`src/rtl/gf12_sram64_be_stream_ctrl_if.sv`:
```
// gf12_sram64_be_stream_ctrl_if: client channels and SRAM port bundle for the stream controller
interface gf12_sram64_be_stream_ctrl_if #(parameter int ABITS = 19);
  logic             INIT_REQ, INIT_BUSY;
  logic             WR_VALID, WR_READY;
  logic [ABITS-1:0] WR_ADDR;
  logic [63:0]      WR_DATA;
  logic [7:0]       WR_STRB;
  logic             RD_VALID, RD_READY;
  logic [ABITS-1:0] RD_ADDR;
  logic             RSP_VALID, RSP_READY;
  logic [63:0]      RSP_DATA;
  logic             CE0, WE0, CE1;
  logic [ABITS-1:0] A0, A1;
  logic [63:0]      D0, WEM0, Q1;
  modport slave (
    input  INIT_REQ, WR_VALID, WR_ADDR, WR_DATA, WR_STRB, RD_VALID, RD_ADDR, RSP_READY, Q1,
    output INIT_BUSY, WR_READY, RD_READY, RSP_VALID, RSP_DATA, CE0, WE0, A0, D0, WEM0, CE1, A1
  );
  modport master (
    output INIT_REQ, WR_VALID, WR_ADDR, WR_DATA, WR_STRB, RD_VALID, RD_ADDR, RSP_READY, Q1,
    input  INIT_BUSY, WR_READY, RD_READY, RSP_VALID, RSP_DATA, CE0, WE0, A0, D0, WEM0, CE1, A1
  );
endinterface

```
`src/rtl/gf12_sram64_be_stream_ctrl.sv`:
```
// gf12_sram64_be_stream_ctrl: valid/ready front end for a 1W/1R byte-enable SRAM with zero-fill
module gf12_sram64_be_stream_ctrl #(
  parameter int ABITS         = 19,
  parameter int BANK_LSB      = 13,
  parameter bit INIT_ON_RESET = 1'b1
) (
  input logic CLK,
  input logic RSTN,
  gf12_sram64_be_stream_ctrl_if.slave bus
);
  typedef enum logic [1:0] {RUN, DRAIN, INIT} state_t;
  state_t           state, state_nxt;
  logic [ABITS-1:0] cnt;
  logic             inflight, wp, rp;
  logic [1:0]       count;
  logic [63:0]      fifo [2];
  logic             run, init, wr_fire, rd_ok, rd_fire, rsp_valid, pop, conflict, wr_en;
  logic [63:0]      wem;
  always_ff @(posedge CLK or negedge RSTN)
    if (!RSTN) state <= INIT_ON_RESET ? INIT : RUN;
    else state <= state_nxt;
  always_comb
    state_nxt = (state == RUN && bus.INIT_REQ) ? DRAIN :
                (state == DRAIN && !inflight) ? INIT :
                (state == INIT && &cnt) ? RUN : state;
  // Strobes and enables are masked by RSTN so the SRAM sees nothing while reset is held
  always_comb begin
    run       = RSTN && state == RUN;
    init      = RSTN && state == INIT;
    rsp_valid = count != 2'd0;
    pop       = rsp_valid && bus.RSP_READY;
    wr_fire   = bus.WR_VALID && run;
    wr_en     = wr_fire && |bus.WR_STRB;
    conflict  = wr_fire && bus.WR_ADDR[ABITS-1:BANK_LSB] == bus.RD_ADDR[ABITS-1:BANK_LSB];
    rd_ok     = run && !conflict && ({1'b0, count} + {2'b0, inflight}) < (3'd2 + {2'b0, pop});
    rd_fire   = bus.RD_VALID && rd_ok;
    for (int i = 0; i < 8; i++) wem[8*i +: 8] = {8{bus.WR_STRB[i]}};
    bus.WR_READY  = run;
    bus.RD_READY  = rd_ok;
    bus.INIT_BUSY = state != RUN;
    bus.CE0       = init || wr_en;
    bus.WE0       = init || wr_en;
    bus.A0        = init ? cnt : wr_fire ? bus.WR_ADDR : '0;
    bus.D0        = wr_fire ? bus.WR_DATA : '0;
    bus.WEM0      = init ? '1 : wr_fire ? wem : '0;
    bus.CE1       = rd_fire;
    bus.A1        = rd_fire ? bus.RD_ADDR : '0;
    bus.RSP_VALID = rsp_valid;
    bus.RSP_DATA  = fifo[rp];
  end
  // Q1 lands one cycle after CE1, so inflight marks the edge at which it is captured
  always_ff @(posedge CLK or negedge RSTN)
    if (!RSTN) begin
      cnt      <= '0;
      inflight <= 1'b0;
      wp       <= 1'b0;
      rp       <= 1'b0;
      count    <= 2'd0;
      fifo[0]  <= '0;
      fifo[1]  <= '0;
    end else begin
      cnt      <= init ? cnt + 1'b1 : '0;
      inflight <= rd_fire;
      if (inflight) begin
        fifo[wp] <= bus.Q1;
        wp       <= ~wp;
      end
      if (pop) rp <= ~rp;
      count <= count + {1'b0, inflight} - {1'b0, pop};
    end
endmodule

```
`src/flat_wrapper.sv`:
```
// flat-port wrapper written by rule: the top's interface ports become plain ports
module gf12_sram64_be_stream_ctrl_flat 
#(
  parameter int ABITS         = 19,
  parameter int BANK_LSB      = 13,
  parameter bit INIT_ON_RESET = 1'b1
)
  (CLK, RSTN, bus_INIT_REQ, bus_WR_VALID, bus_WR_ADDR, bus_WR_DATA, bus_WR_STRB, bus_RD_VALID, bus_RD_ADDR, bus_RSP_READY, bus_Q1, bus_INIT_BUSY, bus_WR_READY, bus_RD_READY, bus_RSP_VALID, bus_RSP_DATA, bus_CE0, bus_WE0, bus_A0, bus_D0, bus_WEM0, bus_CE1, bus_A1);
  gf12_sram64_be_stream_ctrl_if #(.ABITS(ABITS)) bus_i ();
  input logic CLK;
  input logic RSTN;
  input wire logic [$bits(bus_i.INIT_REQ)-1:0] bus_INIT_REQ;
  input wire logic [$bits(bus_i.WR_VALID)-1:0] bus_WR_VALID;
  input wire logic [$bits(bus_i.WR_ADDR)-1:0] bus_WR_ADDR;
  input wire logic [$bits(bus_i.WR_DATA)-1:0] bus_WR_DATA;
  input wire logic [$bits(bus_i.WR_STRB)-1:0] bus_WR_STRB;
  input wire logic [$bits(bus_i.RD_VALID)-1:0] bus_RD_VALID;
  input wire logic [$bits(bus_i.RD_ADDR)-1:0] bus_RD_ADDR;
  input wire logic [$bits(bus_i.RSP_READY)-1:0] bus_RSP_READY;
  input wire logic [$bits(bus_i.Q1)-1:0] bus_Q1;
  output wire logic [$bits(bus_i.INIT_BUSY)-1:0] bus_INIT_BUSY;
  output wire logic [$bits(bus_i.WR_READY)-1:0] bus_WR_READY;
  output wire logic [$bits(bus_i.RD_READY)-1:0] bus_RD_READY;
  output wire logic [$bits(bus_i.RSP_VALID)-1:0] bus_RSP_VALID;
  output wire logic [$bits(bus_i.RSP_DATA)-1:0] bus_RSP_DATA;
  output wire logic [$bits(bus_i.CE0)-1:0] bus_CE0;
  output wire logic [$bits(bus_i.WE0)-1:0] bus_WE0;
  output wire logic [$bits(bus_i.A0)-1:0] bus_A0;
  output wire logic [$bits(bus_i.D0)-1:0] bus_D0;
  output wire logic [$bits(bus_i.WEM0)-1:0] bus_WEM0;
  output wire logic [$bits(bus_i.CE1)-1:0] bus_CE1;
  output wire logic [$bits(bus_i.A1)-1:0] bus_A1;
  assign bus_i.INIT_REQ = bus_INIT_REQ;
  assign bus_i.WR_VALID = bus_WR_VALID;
  assign bus_i.WR_ADDR = bus_WR_ADDR;
  assign bus_i.WR_DATA = bus_WR_DATA;
  assign bus_i.WR_STRB = bus_WR_STRB;
  assign bus_i.RD_VALID = bus_RD_VALID;
  assign bus_i.RD_ADDR = bus_RD_ADDR;
  assign bus_i.RSP_READY = bus_RSP_READY;
  assign bus_i.Q1 = bus_Q1;
  assign bus_INIT_BUSY = bus_i.INIT_BUSY;
  assign bus_WR_READY = bus_i.WR_READY;
  assign bus_RD_READY = bus_i.RD_READY;
  assign bus_RSP_VALID = bus_i.RSP_VALID;
  assign bus_RSP_DATA = bus_i.RSP_DATA;
  assign bus_CE0 = bus_i.CE0;
  assign bus_WE0 = bus_i.WE0;
  assign bus_A0 = bus_i.A0;
  assign bus_D0 = bus_i.D0;
  assign bus_WEM0 = bus_i.WEM0;
  assign bus_CE1 = bus_i.CE1;
  assign bus_A1 = bus_i.A1;
  gf12_sram64_be_stream_ctrl #(.ABITS(ABITS), .BANK_LSB(BANK_LSB), .INIT_ON_RESET(INIT_ON_RESET)) u_core (.CLK(CLK), .RSTN(RSTN), .bus(bus_i));
endmodule
```
`config.mk`:
```
export PLATFORM = sky130hd
export DESIGN_NAME = gf12_sram64_be_stream_ctrl_flat
export DESIGN_NICKNAME = d
export VERILOG_FILES = /design/src/rtl/gf12_sram64_be_stream_ctrl_if.sv /design/src/rtl/gf12_sram64_be_stream_ctrl.sv /design/src/flat_wrapper.sv
export SDC_FILE = /design/constraint.sdc
export NUM_CORES = 1
export LEC_CHECK = 0
export ABC_AREA = 1
export BUFFER_PORTS_ARGS = -buffer_cell sky130_fd_sc_hd__buf_2
export CAP_MARGIN = 0
export CORE_AREA = 10 10 152 154
export CTS_BUF_LIST = sky130_fd_sc_hd__clkbuf_16
export DETAILED_ROUTE_END_ITERATION = 16
export DIE_AREA = 0 0 162 164
export PLACE_DENSITY = 0.86
export SYNTH_ARGS = -nofsm -noshare
export SYNTH_HDL_FRONTEND = slang
export SYNTH_SLANG_ARGS = --single-unit
```
`constraint.sdc`:
```
create_clock -name CLK -period 4.2 [get_ports CLK]
set_input_delay 0.63 -clock CLK [delete_from_list [all_inputs] [get_ports CLK]]
set_output_delay 0.63 -clock CLK [all_outputs]
set_load 0.05 [all_outputs]
```
Yosys cells after proc, flatten, opt, wreduce, memory -nomap -nowiden:

Cells that the tools add are included.

* $add $sub $neg: 5
* multiply operators: 0
* div/mod/pow operators: 0
* magnitude comparators: 4
* eq/ne operators: 3
* shift operators: 0
* mux-type cells: 16
* bitwise operators: 4
* reductions and logical operators: 22

Operators with widths (number)
* 64-bit 2-to-1 mux: 7
* 128-bit bitwise mux: 1
* 19-bit 2-to-1 mux: 4
* 64-bit demux with 1-bit select: 1
* 19-bit by 1-bit adder with 19-bit output, second input constant: 1
* 19-bit AND reduction: 1
* 1-bit logical AND: 13
* 8-bit OR reduction: 1
* 6-bit equality test: 1
* 2-bit 2-to-1 mux: 3
* 2-bit >= comparator, second input constant: 2
* 1-bit inverter with 2-bit output: 2
* 2-bit nonzero test: 2
* 2-bit by 1-bit adder with 3-bit output: 1
* 2-bit by 1-bit adder with 3-bit output, first input constant: 1
* 3-bit less-than comparator: 1
* 3-bit nonzero test: 1
* 2-bit by 1-bit adder with 2-bit output: 1
* 2-bit by 1-bit equality test with 1-bit output, second input constant: 1
* 2-bit equality test, second input constant: 1
* 1-bit logical NOT: 2
* 2-bit logical NOT: 1
* 2-bit by 1-bit less-than comparator with 1-bit output, second input constant: 1
* 1-bit inverter: 2
* 2 further kinds: 2

* register bits after elaboration: 154
* latch bits: 0
* memory bits (writable): 0
* bits in read-only memories: 0
* input port bits: 180
* output and inout bits: 237
* memories kept: 0

Depth between registers and ports, before layout:

* depth in word-level cells: 9
* depth in mapped cells: 9
* gate-level depth less buffers: 9

Worst setup path after synthesis:

No wires, ideal clock.

* path type: in2out
* start point: input port RSTN
* end point: output port bus_A0[12]
* arrival: 2.043 ns
* path slack: 1.527 ns
* stages: 3
* path buffers: 1
* cells stage by stage: nand3_2 clkbuf_1 o21ai_0

* cells in the longest elaborated chain, start to end: 4
* elaborated cells between the ends (all ways): 5
* those cells by class: mux: 2; reduce/logical: 3

Ends and longest elaborated chain
* from (decl): RTL line flat_wrapper.sv:11 `input logic RSTN;`
* 1-bit logical AND: RTL line gf12_sram64_be_stream_ctrl.sv:28 `run = RSTN && state == RUN;`
* 1-bit logical AND: RTL line gf12_sram64_be_stream_ctrl.sv:32 `wr_fire = bus.WR_VALID && run;`
* 19-bit 2-to-1 mux: RTL line gf12_sram64_be_stream_ctrl.sv:43 `bus.A0 = init ? cnt : wr_fire ? bus.WR_ADDR : '0;`
* 19-bit 2-to-1 mux (*): RTL line gf12_sram64_be_stream_ctrl.sv:43
* to (decl): RTL line flat_wrapper.sv:28 `output wire logic [$bits(bus_i.A0)-1:0] bus_A0;`

Every way passes the cells marked *; elsewhere a longest branch is shown, timed or not.

Worst setup path after layout:

* start point: register u_core.inflight
* end point: output port bus_A1[0]

* cells in the longest elaborated chain, start to end: 5

Ends and longest elaborated chain
* from (decl): RTL line gf12_sram64_be_stream_ctrl.sv:14 `logic inflight, wp, rp;`
* from (signal assigned): RTL line gf12_sram64_be_stream_ctrl.sv:63 `inflight <= rd_fire;`
* 2-bit by 1-bit adder with 3-bit output: RTL line gf12_sram64_be_stream_ctrl.sv:35 `rd_ok = run && !conflict && ({1'b0, count} + {2'b0, inflight}) < (3'd2 + {2'b0, pop});`
* 3-bit less-than comparator: RTL line gf12_sram64_be_stream_ctrl.sv:35
* 1-bit logical AND: RTL line gf12_sram64_be_stream_ctrl.sv:35
* 1-bit logical AND: RTL line gf12_sram64_be_stream_ctrl.sv:36 `rd_fire = bus.RD_VALID && rd_ok;`
* 19-bit 2-to-1 mux: RTL line gf12_sram64_be_stream_ctrl.sv:47 `bus.A1 = rd_fire ? bus.RD_ADDR : '0;`
* to (decl): RTL line flat_wrapper.sv:32 `output wire logic [$bits(bus_i.A1)-1:0] bus_A1;`

Every way passes these cells.

==> impl_metrics.toml <==
[status]
status = "finished, final reports clean"

[setup_path]
arrival_ps = 2810
r2r_start = "u_core.inflight"
crit_start = "u_core.inflight"
cp-start-kind = "register"
path_common_cell = "ha_1"
cp-end-kind = "output port"
path_max_fanout = 20
crit_path_cell_trace = "ha_1, ha_1, nand3b_1, a21oi_1, nand3_1, nor2_1, buf_2"
slowest_delay_ps = 630
cp.required_ps = 3570
cpMaxStageDelayCell = "nand3_1"
timing.setup.critical_path_class = "reg -> out"

[yosys]
synth.largest_area_cell = "dfrtp_1"
yosysMostFrequentCell = "nand2_1"
yosys_warnings = 0
synthDistinctLibCells = 29
syn-cell-area_sq_um = 8350
muxShareOfSynthArea = 0
synthXorXnorAreaFrac = 0.00839
synth-main-ff-cell = "dfrtp_1"
ys_ff_latch = 154
synth-seq-area-share = 0.461
avgSynthCellArea_sq_um = 7.04
yosys.area_share.adder = 0.00749
syn_inst = 1187
synth_edf_count = 0
syn-num-nets = 1372
netlist_top_cells_area = "dfrtp_1, nand2_1, inv_1"
synth-compound-area-share = 0.0990
async_flop_share = 1.00
synth_top_area_frac = 0.458
synth.top_cells.by_count = "nand2_1, inv_1, dfrtp_1"
synth_simple_gate_area_frac = 0.259
synth_top_family_by_area = "simple AND/OR/NAND/NOR gates"

[place]
port_buffers = 416
place_congestion = 1.04
dpl.hpwl_mm = 26.0

[clock_network]
cts-resized-gates = 0
cts_tree = "built"
clockBufferDepth = 2
insertion_delay_ps = 430
ctsHoldBuffers = 0
cts_setup_buffers = 0
cts_max_level = 4
cts_sinks = 154
clock-root-buffer = "clkbuf_16"
clkSlewWorstSetupHoldPaths_ps = 60
cts_made_buffers = 17

[timing]
fin_skew_ps = 18.8
final.period_utilization = 0.819
setup-violations-final = 0
finalMaxSlewViolations = 0
period_needed_ps = 3440
fin_setup_tns_ps = 0
max-slew-margin-rel = 0.333
hold_viol_final = 0
rsz0062_at_grt = "no"
tightest_slew_ps = 1000
timing.hold.ws_ps = 158
clock.fmax_mhz = 291

[global_routing]
grt_pass1_wl_mm = 48.9
grt_pass1_vias = 8522
grt_antenna_before_repair = 18
track_usage = 0.236
grt_start_max_net_pins = 106
grt_overflow = 0

[floorplanning]
die_x_um = 162
rows = 52
io_pins = 417
fp.dieH_um = 164
dieArea_sq_um = 26600
core_area_sq_um = 20000
floorplan.initialDensity = 0.417

[pwr]
p_per_area_nw_per_um2 = 532
vdd_ir_drop_max_v = 0.000492
leakagePower_uw = 0.00673

[layout]
nets = 1702
syn2layout_area_growth_pct = 29.5
nFillCells = 1956
drive_above_1_share = 0.308

[worst_hold_path]
hold_class = "in -> async"

[flow_run]
max_cap_violations = 0

[drt]
wl_mm = 32.7
routed_via_density = 4.75
drt-pass1-iter-count = 6
num_vias = 8558
wire_per_inst_um = 18.1
drtIter0Drc = 582
drc = 0
postRouteAntennaNets = 0
==> final cells by class <==
type / instances / area [sq um] / area share
clock buffer: 17 / 425 / 0.0393
timing repair buffer: 425 / 2160 / 0.199
antenna: 3 / 7.51 / 0.000694
clock inverter: 15 / 204 / 0.0189
multi-input combinational: 732 / 3130 / 0.289
tap: 270 / 338 / 0.0312
sequential: 154 / 3860 / 0.356
inverter: 187 / 702 / 0.0649
==> worst paths after layout <==
kind                                    end  slack (ps)  cells past startpoint
max                               bus_A1[0]         760                      7
min in group CLK            u_core.fifo[70]         460                      3
min                         u_core.inflight         160                      1
min reg2reg                 u_core.fifo[90]         480                      2
max reg2reg                 u_core.inflight        2110                      6
max in group asynchronous  u_core.fifo[113]        2220                      3
==> worst max-delay path: cells and delay by family (launching register included) <==
kind,cells,cell delay (ps)
and+or+nand+nor,3,1090
DFF,1,440
adders and majority gates,2,380
AOI/OAI and AO/OA,1,160
buffers and inverters,1,320
==> metrics by stage <==
step                      cells  area [sq um]  worst slack [ps]  total power, uW   util
after detailed placement   1768         10200               839             4180  0.508
after CTS                  1800         10800               756             5810  0.540
after floorplan            1187          8350              1530             3490      -
after global routing       1803         10800               602             6020  0.540
final                      1803         10800               761             5760  0.540
after global placement     1768         10200               858             4160  0.508
==> report_power, final <==
group | internal (uW) | switching [uW] | total (uW)
clock | 958 | 674 | 1630
sequential | 1500 | 14.2 | 1520
combinational | 534 | 2080 | 2610
total | 2990 | 2770 | 5760
==> state kept, by name, summed over array words and instances (netlist names) <==
name             flops
u_core.cnt          19
u_core.count         2
u_core.fifo        128
u_core.inflight      1
u_core.rp            1
u_core.state         2
u_core.wp            1
==> cell families after synthesis <==
kind of cell               after synthesis
AOI/OAI and AO/OA                      163
DFF                                    154
xor gates and xnor gates                 8
and+or+nand+nor                        556
adders and majority gates                5
buffers and inverters                  301
==> layout by cell type (no fill, tap or decap), types with 4 or more instances in the layout <==
cell,count
nand4_1,4
o21ai_1,18
nand2_1,404
buf_4,9
inv_6,4
nand3_1,7
nor2_1,124
xnor2_1,5
a21oi_1,8
ha_1,5
dfrtp_1,152
buf_2,415
o21ai_0,132
inv_1,184
clkbuf_16,17
==> layer usage <==
metal  track usage  vias to the layer above  part of all wire
met5             0                        -           0.00064
met2         0.435                      392              0.52
met3        0.0611                       66             0.078
met1         0.259                     3940              0.37
li1              -                     4156                 -
met4        0.0732                        4             0.025
Note: power is estimated with default switching activity, not from simulation.
